**config.mk**
```make
export PLATFORM = sky130hd
export DESIGN_NAME = adxl362_reader
export DESIGN_NICKNAME = d
export VERILOG_FILES = /design/src/rtl/adxl362_reader.sv
export SDC_FILE = /design/constraint.sdc
export NUM_CORES = 1
export LEC_CHECK = 0
export BUFFER_PORTS_ARGS = -buffer_cell sky130_fd_sc_hd__clkbuf_2
export CORE_MARGIN = 2
export CORE_UTILIZATION = 51
export DETAILED_ROUTE_END_ITERATION = 12
export GPL_TIMING_DRIVEN = 0
export PLACE_DENSITY = 0.8
export SYNTH_ARGS = -nofsm -noshare
export SYNTH_HDL_FRONTEND = slang
export SYNTH_SLANG_ARGS = --single-unit
```
**constraint.sdc**
```tcl
create_clock -name clk_i -period 1.7 [get_ports clk_i]
set_input_delay 0.17 -clock clk_i [delete_from_list [all_inputs] [get_ports clk_i]]
set_output_delay 0.17 -clock clk_i [all_outputs]
set_load 0.01 [all_outputs]
```
**src/rtl/adxl362_reader.sv**
```systemverilog
// adxl362_reader: periodically reads an ADXL362 accelerometer through simple_spi_top
// using Wishbone accesses, and presents sign-extended x/y/z samples with a valid/ready handshake.
// Optional feature: define ADXL362_READER_TEMP_EN to extend the burst and read the temperature pair.
module adxl362_reader #(
  parameter int unsigned SAMPLE_PERIOD = 100000,
  parameter logic [7:0]  SPCR_INIT     = 8'h50
) (
  input  logic        clk_i,
  input  logic        rst_i,
  input  logic        enable_i,
  output logic [1:0]  wb_adr_o,
  output logic [7:0]  wb_dat_o,
  output logic        wb_we_o,
  output logic        wb_cyc_o,
  output logic        wb_stb_o,
  input  logic [7:0]  wb_dat_i,
  input  logic        wb_ack_i,
  output logic        ncs_o,
  output logic [15:0] x_o,
  output logic [15:0] y_o,
  output logic [15:0] z_o,
`ifdef ADXL362_READER_TEMP_EN
  output logic [15:0] temp_o,
`endif
  output logic        sample_valid_o,
  input  logic        sample_ready_i,
  output logic        overrun_o,
  output logic        busy_o
);

  localparam int unsigned CNT_W = 24;
`ifdef ADXL362_READER_TEMP_EN
  localparam int unsigned NBYTES = 10;
`else
  localparam int unsigned NBYTES = 8;
`endif
  localparam int unsigned NSHADOW = NBYTES - 2;
  localparam int unsigned SH_W    = NSHADOW * 8;

  localparam logic [CNT_W-1:0] PERIOD_LAST = CNT_W'(SAMPLE_PERIOD - 1);
  localparam logic [3:0]       LAST_BYTE   = 4'(NBYTES - 1);
  localparam logic [1:0]       ADR_SPCR    = 2'd0;
  localparam logic [1:0]       ADR_SPSR    = 2'd1;
  localparam logic [1:0]       ADR_SPDR    = 2'd2;
  localparam logic [7:0]       CMD_READ    = 8'h0B;
  localparam logic [7:0]       REG_XDATA_L = 8'h0E;

  typedef enum logic [2:0] {
    S_INIT, S_WAIT, S_CS_ON, S_WR_BYTE, S_POLL, S_RD_BYTE, S_CS_OFF
  } state_t;

  state_t            state_q, state_d;
  logic [CNT_W-1:0]  cnt_q, cnt_d;
  logic              idle_q, idle_d;
  logic [3:0]        byte_q, byte_d;
  logic [SH_W-1:0]   shadow_q, shadow_d;
  logic [1:0]        adr_d;
  logic [7:0]        dat_d;
  logic              we_d, cyc_d, ncs_d;
  logic [15:0]       x_d, y_d, z_d;
`ifdef ADXL362_READER_TEMP_EN
  logic [15:0]       temp_d;
`endif
  logic              valid_d, overrun_d, busy_d;
  logic              copy;
  logic [7:0]        tx_byte;

  // 12-bit two's complement value from the low byte and the low nibble of the high byte
  function automatic logic [15:0] sext12(input logic [7:0] lo, input logic [7:0] hi);
    return {{4{hi[3]}}, hi[3:0], lo};
  endfunction

  // Next-state, Wishbone sequencing, sample capture and handshake
  always_comb begin
    state_d   = state_q;
    cnt_d     = cnt_q;
    idle_d    = idle_q;
    byte_d    = byte_q;
    shadow_d  = shadow_q;
    adr_d     = wb_adr_o;
    dat_d     = wb_dat_o;
    we_d      = wb_we_o;
    cyc_d     = wb_cyc_o;
    ncs_d     = ncs_o;
    x_d       = x_o;
    y_d       = y_o;
    z_d       = z_o;
`ifdef ADXL362_READER_TEMP_EN
    temp_d    = temp_o;
`endif
    valid_d   = sample_valid_o;
    overrun_d = overrun_o;
    copy      = 1'b0;

    case (byte_q)
      4'd0:    tx_byte = CMD_READ;
      4'd1:    tx_byte = REG_XDATA_L;
      default: tx_byte = 8'h00;
    endcase

    // Period counter runs free once initialised so burst starts stay SAMPLE_PERIOD apart
    if (state_q != S_INIT) begin
      if (!enable_i)                cnt_d = '0;
      else if (cnt_q == PERIOD_LAST) cnt_d = '0;
      else                          cnt_d = cnt_q + CNT_W'(1);
    end

    if (sample_valid_o && sample_ready_i) valid_d = 1'b0;

    case (state_q)
      S_INIT: begin
        if (!wb_cyc_o) begin
          cyc_d = 1'b1; we_d = 1'b1; adr_d = ADR_SPCR; dat_d = SPCR_INIT;
        end else if (wb_ack_i) begin
          cyc_d = 1'b0; we_d = 1'b0; state_d = S_WAIT;
        end
      end
      S_WAIT: begin
        if (enable_i && cnt_q == PERIOD_LAST) begin
          state_d = S_CS_ON; ncs_d = 1'b0; idle_d = 1'b0; byte_d = '0;
        end
      end
      S_CS_ON: begin
        if (idle_q) begin
          idle_d = 1'b0; state_d = S_WR_BYTE;
        end else begin
          idle_d = 1'b1;
        end
      end
      S_WR_BYTE: begin
        if (!wb_cyc_o) begin
          cyc_d = 1'b1; we_d = 1'b1; adr_d = ADR_SPDR; dat_d = tx_byte;
        end else if (wb_ack_i) begin
          cyc_d = 1'b0; we_d = 1'b0; state_d = S_POLL;
        end
      end
      S_POLL: begin
        if (!wb_cyc_o) begin
          cyc_d = 1'b1; we_d = 1'b0; adr_d = ADR_SPSR;
        end else if (wb_ack_i) begin
          cyc_d = 1'b0;
          if (!wb_dat_i[0]) state_d = S_RD_BYTE;
        end
      end
      S_RD_BYTE: begin
        if (!wb_cyc_o) begin
          cyc_d = 1'b1; we_d = 1'b0; adr_d = ADR_SPDR;
        end else if (wb_ack_i) begin
          cyc_d = 1'b0;
          for (int unsigned i = 0; i < NSHADOW; i++) begin
            if (byte_q == 4'(i + 2)) shadow_d[i*8 +: 8] = wb_dat_i;
          end
          if (byte_q == LAST_BYTE) begin
            state_d = S_CS_OFF; ncs_d = 1'b1; idle_d = 1'b0;
          end else begin
            byte_d = byte_q + 4'd1; state_d = S_WR_BYTE;
          end
        end
      end
      S_CS_OFF: begin
        if (idle_q) begin
          idle_d = 1'b0; copy = 1'b1; state_d = S_WAIT;
        end else begin
          idle_d = 1'b1;
        end
      end
      default: state_d = S_INIT;
    endcase

    // Publish the shadow; an unaccepted previous sample is overwritten and flagged
    if (copy) begin
      x_d = sext12(shadow_q[7:0],   shadow_q[15:8]);
      y_d = sext12(shadow_q[23:16], shadow_q[31:24]);
      z_d = sext12(shadow_q[39:32], shadow_q[47:40]);
`ifdef ADXL362_READER_TEMP_EN
      temp_d = sext12(shadow_q[55:48], shadow_q[63:56]);
`endif
      if (sample_valid_o && !sample_ready_i) overrun_d = 1'b1;
      valid_d = 1'b1;
    end

    busy_d = !ncs_d || (state_d == S_INIT);
  end

  // State and registered outputs
  always_ff @(posedge clk_i or negedge rst_i) begin
    if (!rst_i) begin
      state_q        <= S_INIT;
      cnt_q          <= '0;
      idle_q         <= 1'b0;
      byte_q         <= '0;
      shadow_q       <= '0;
      wb_adr_o       <= '0;
      wb_dat_o       <= '0;
      wb_we_o        <= 1'b0;
      wb_cyc_o       <= 1'b0;
      wb_stb_o       <= 1'b0;
      ncs_o          <= 1'b1;
      x_o            <= '0;
      y_o            <= '0;
      z_o            <= '0;
`ifdef ADXL362_READER_TEMP_EN
      temp_o         <= '0;
`endif
      sample_valid_o <= 1'b0;
      overrun_o      <= 1'b0;
      busy_o         <= 1'b0;
    end else begin
      state_q        <= state_d;
      cnt_q          <= cnt_d;
      idle_q         <= idle_d;
      byte_q         <= byte_d;
      shadow_q       <= shadow_d;
      wb_adr_o       <= adr_d;
      wb_dat_o       <= dat_d;
      wb_we_o        <= we_d;
      wb_cyc_o       <= cyc_d;
      wb_stb_o       <= cyc_d;
      ncs_o          <= ncs_d;
      x_o            <= x_d;
      y_o            <= y_d;
      z_o            <= z_d;
`ifdef ADXL362_READER_TEMP_EN
      temp_o         <= temp_d;
`endif
      sample_valid_o <= valid_d;
      overrun_o      <= overrun_d;
      busy_o         <= busy_d;
    end
  end

endmodule

```
==> qor.yml <==
synthesis:
  synth-warning-count: 0
  synth_flop_cell: "dfrtp_1"
  synth_top_area_cell: "dfrtp_1"
  synth-async-reset-ratio_pct: 100.0
  synthCells: 422
  synth_area_um2: 5189
  yosys.area.top_type_share_pct: 55.46
  synth_edf_count: 0
  synth_area_per_cell_um2: 12.30
  synth_seq_cells: 116
  synth_cell_types: 57
  ys_top_cells_by_area: "dfrtp_1, mux2_2, xor2_1"
  ys_seq_area_share_pct: 55.97
floorplan:
  initial_core_util_pct: 52.84
  die_h_um: 104.9
  ioPinCount: 78
  coreArea_um2: 9819
  die_w_um: 104.9
  dieArea_um2: 11000
  row_count: 36
worst_setup_path:
  reg2reg_setup_slack_ns: -0.23
  start_kind: "register"
  endpoint_kind: "register"
  path_class: "register to register"
  r2r-end: "cnt_q[7]"
  arrival_ns: 2.32
  timing.rr.start: "cnt_q[19]"
  cp.required_ns: 2.10
  r2r_cells: 7
  worst-path-max-fanout: 5
drt:
  drtIter0Drc: 230
  vias: 3865
  wire_per_inst_um: 18.03
  vias_per_cell: 5.569
  drc: 0
  finalWirelength_mm: 12.51
  drt-pass1-iter-count: 5
  ant_nets: 0
place:
  post-dp-hpwl_mm: 7.152
  place_worst_setup_slack_ns: -0.3583
  routabilityCongestion: 0.8222
  port_buffers: 75
  post_dp_cell_area_um2: 5883
global_routing:
  antenna_found_initial: 0
  met2_usage_pct: 40.21
  grt-ovfl-total: 0
  grt_usage_pct: 23.61
  grt_pass1_vias: 3975
  grt_pass1_wl_mm: 20.39
  grt_start_max_net_pins: 117
  met3_usage_pct: 6.114
  grt.busiest_layer: "met2"
  grtUsageMet1_pct: 29.60
clock_network:
  cts.sinks: 116
  clock_latency_ns: 0.52
  numCtsBuffers: 17
  clk_pin_slew_ns: 0.06
  cts_root_buf: "clkbuf_8"
  cts_tree: "yes"
  h-tree-depth: 4
  clockBufferDepth: 2
timing:
  clock_skew_ns: 0.01211
  hold_viol: 0
  slew_viol_final: 0
  layout_min_cycle_time_ns: 1.928
  setup_ws_ns: -0.2276
  worstMarginPinSlew_ns: 0.8675
  period_share_pct: 113.4
  setup_viol: 50
  slew_headroom_pct: 42.16
  fmax_mhz: 518.8
  rsz0062_at_grt: "yes"
finish:
  nets: 566
  areaGrowthSynthToFinish_pct: 34.80
  diodes: 0
  utilization_pct: 71.23
  fin_area_um2: 6994
  drive_gt1_share_pct: 52.76
worst_hold_path:
  min_from: "wb_dat_i[2]"
  hold_path_class: "input pin to register"
  min_to: "shadow_q[34]"
  hold_depth: 2
power_and_ir_drop:
  finalPower_mw: 6.549
  p_leak_nw: 3.599
  p_per_area_nw_per_um2: 936.3
  ir_drop_uv: 517.5
outcome:
  violations: "negative setup slack"
  status: "finished, violations left"
run:
  cap_violations: 0
## Yosys cell counts (5+ instances only)
library cell  instances
nand4_1              10
xor2_1               17
nand2_1              30
nor2b_1               5
buf_2                 5
mux2_1               13
dfrtp_1             115
a21oi_1               6
nand3_1              19
nor2_1               29
mux2_2               59
o21ai_0              15
inv_1                 5
buf_4                19
ha_1                  5
## metrics by stage
step	hold WS (ns)	instances	setup TNS, ns
after CTS	0.01408	686	-5.683
after global routing	0.02982	694	-8.578
after floorplan	-0.1256	423	-5.568
after global placement	0.4394	631	-146.20
after detailed placement	0.3649	631	-21.97
final	0.02702	694	-5.925
## layer usage
layer  share of wire (%)  wire length (µm)
met5                   0                 0
met4                 1.8               220
met2                  53              6612
met3                 4.7               588
met1                  41              5091
## critical path, stage by stage (launching register included)
cell,delay (ns)
dfrtp_1,0.41
or4_4,0.54
nor3_4,0.26
buf_6,0.14
a21boi_4,0.06
nor2_4,0.18
buf_6,0.17
nor2_2,0.04
## cells in the final DEF (no fill, tap or decap), types with 4 or more instances in the layout
cell type and instances:
inv_6 6, nand4_1 10, o21ai_0 10, buf_6 8, dlygate4sd3_1 7, nor2_1 12, dfrtp_2 7, a22o_1 4
nand3_1 16, or4_4 4, buf_4 39, clkbuf_16 16, inv_1 4, clkbuf_2 75, inv_8 4, xor2_1 17
xnor2_1 4, nor3_4 4, nand2_1 27, dfrtp_1 108, mux2_4 24, a21oi_1 6, mux2_2 48, nor2_2 15
## registers in the layout (all words and copies together), names as in the netlist, 2 cells and up
| signal | cells |
|---|---|
| wb_adr_o | 2 |
| byte_q | 4 |
| x_o | 12 |
| wb_dat_o | 4 |
| y_o | 12 |
| cnt_q | 24 |
| shadow_q | 36 |
| state_q | 3 |
| z_o | 12 |
## report_power, final
part	switching, mW	internal, mW	total (mW)	leakage, nW
clock	1.46	2.16	3.61	0.296
combinational	0.106	0.0558	0.162	1.72
sequential	0.00593	2.77	2.77	1.58
total	1.57	4.98	6.55	3.60
## cells by family (layout without fill, tap and decap cells)
family,count (synthesis),in the layout,share of synthesized area (%)
and+or+nand+nor,130,130,13.91
DFF,116,116,55.97
muxes,73,73,15.82
AOI/OAI and AO/OA,40,40,5.233
buffers and inverters,36,174,4.244
xor gates and xnor gates,21,21,3.545
adders and majority gates,5,5,1.206
other,1,2,0.07227
## final cells by class
class / count / area [µm²]
plain buffers: 28 / 236.5
clock buffers: 17 / 414.1
clock inverters: 15 / 183.9
fillers: 636 / 2825
inverters: 5 / 18.77
multi-input cells: 271 / 2382
flip-flops and latches: 116 / 2913
well taps: 133 / 166.4
repair buffers: 109 / 679.4
## what timing repair did
| item | CTS | global route |
|---|---|---|
| gates resized for setup | 52 | 35 |
| hold buffers | 7 | 0 |
| gates cloned | 1 | 0 |
| hold endpoints to repair | 132 | 0 |
| endpoints found under the setup margin | 103 | 90 |
| setup buffers | 18 | 8 |
| pin swaps | 15 | 18 |
## worst max-delay path by stage
stage	start	endpoint	slack, ns	depth (start not counted)
detailed placement	cnt_q[12]	busy_o	-0.36	5
finish	cnt_q[19]	cnt_q[7]	-0.23	7
global placement	rst_i	cnt_q[19]	-1.11	1
CTS	cnt_q[12]	busy_o	-0.24	5
floorplan	wb_stb_o	shadow_q[16]	-0.17	8
global route	cnt_q[0]	busy_o	-0.30	7
(Power assumes the default switching activity.)
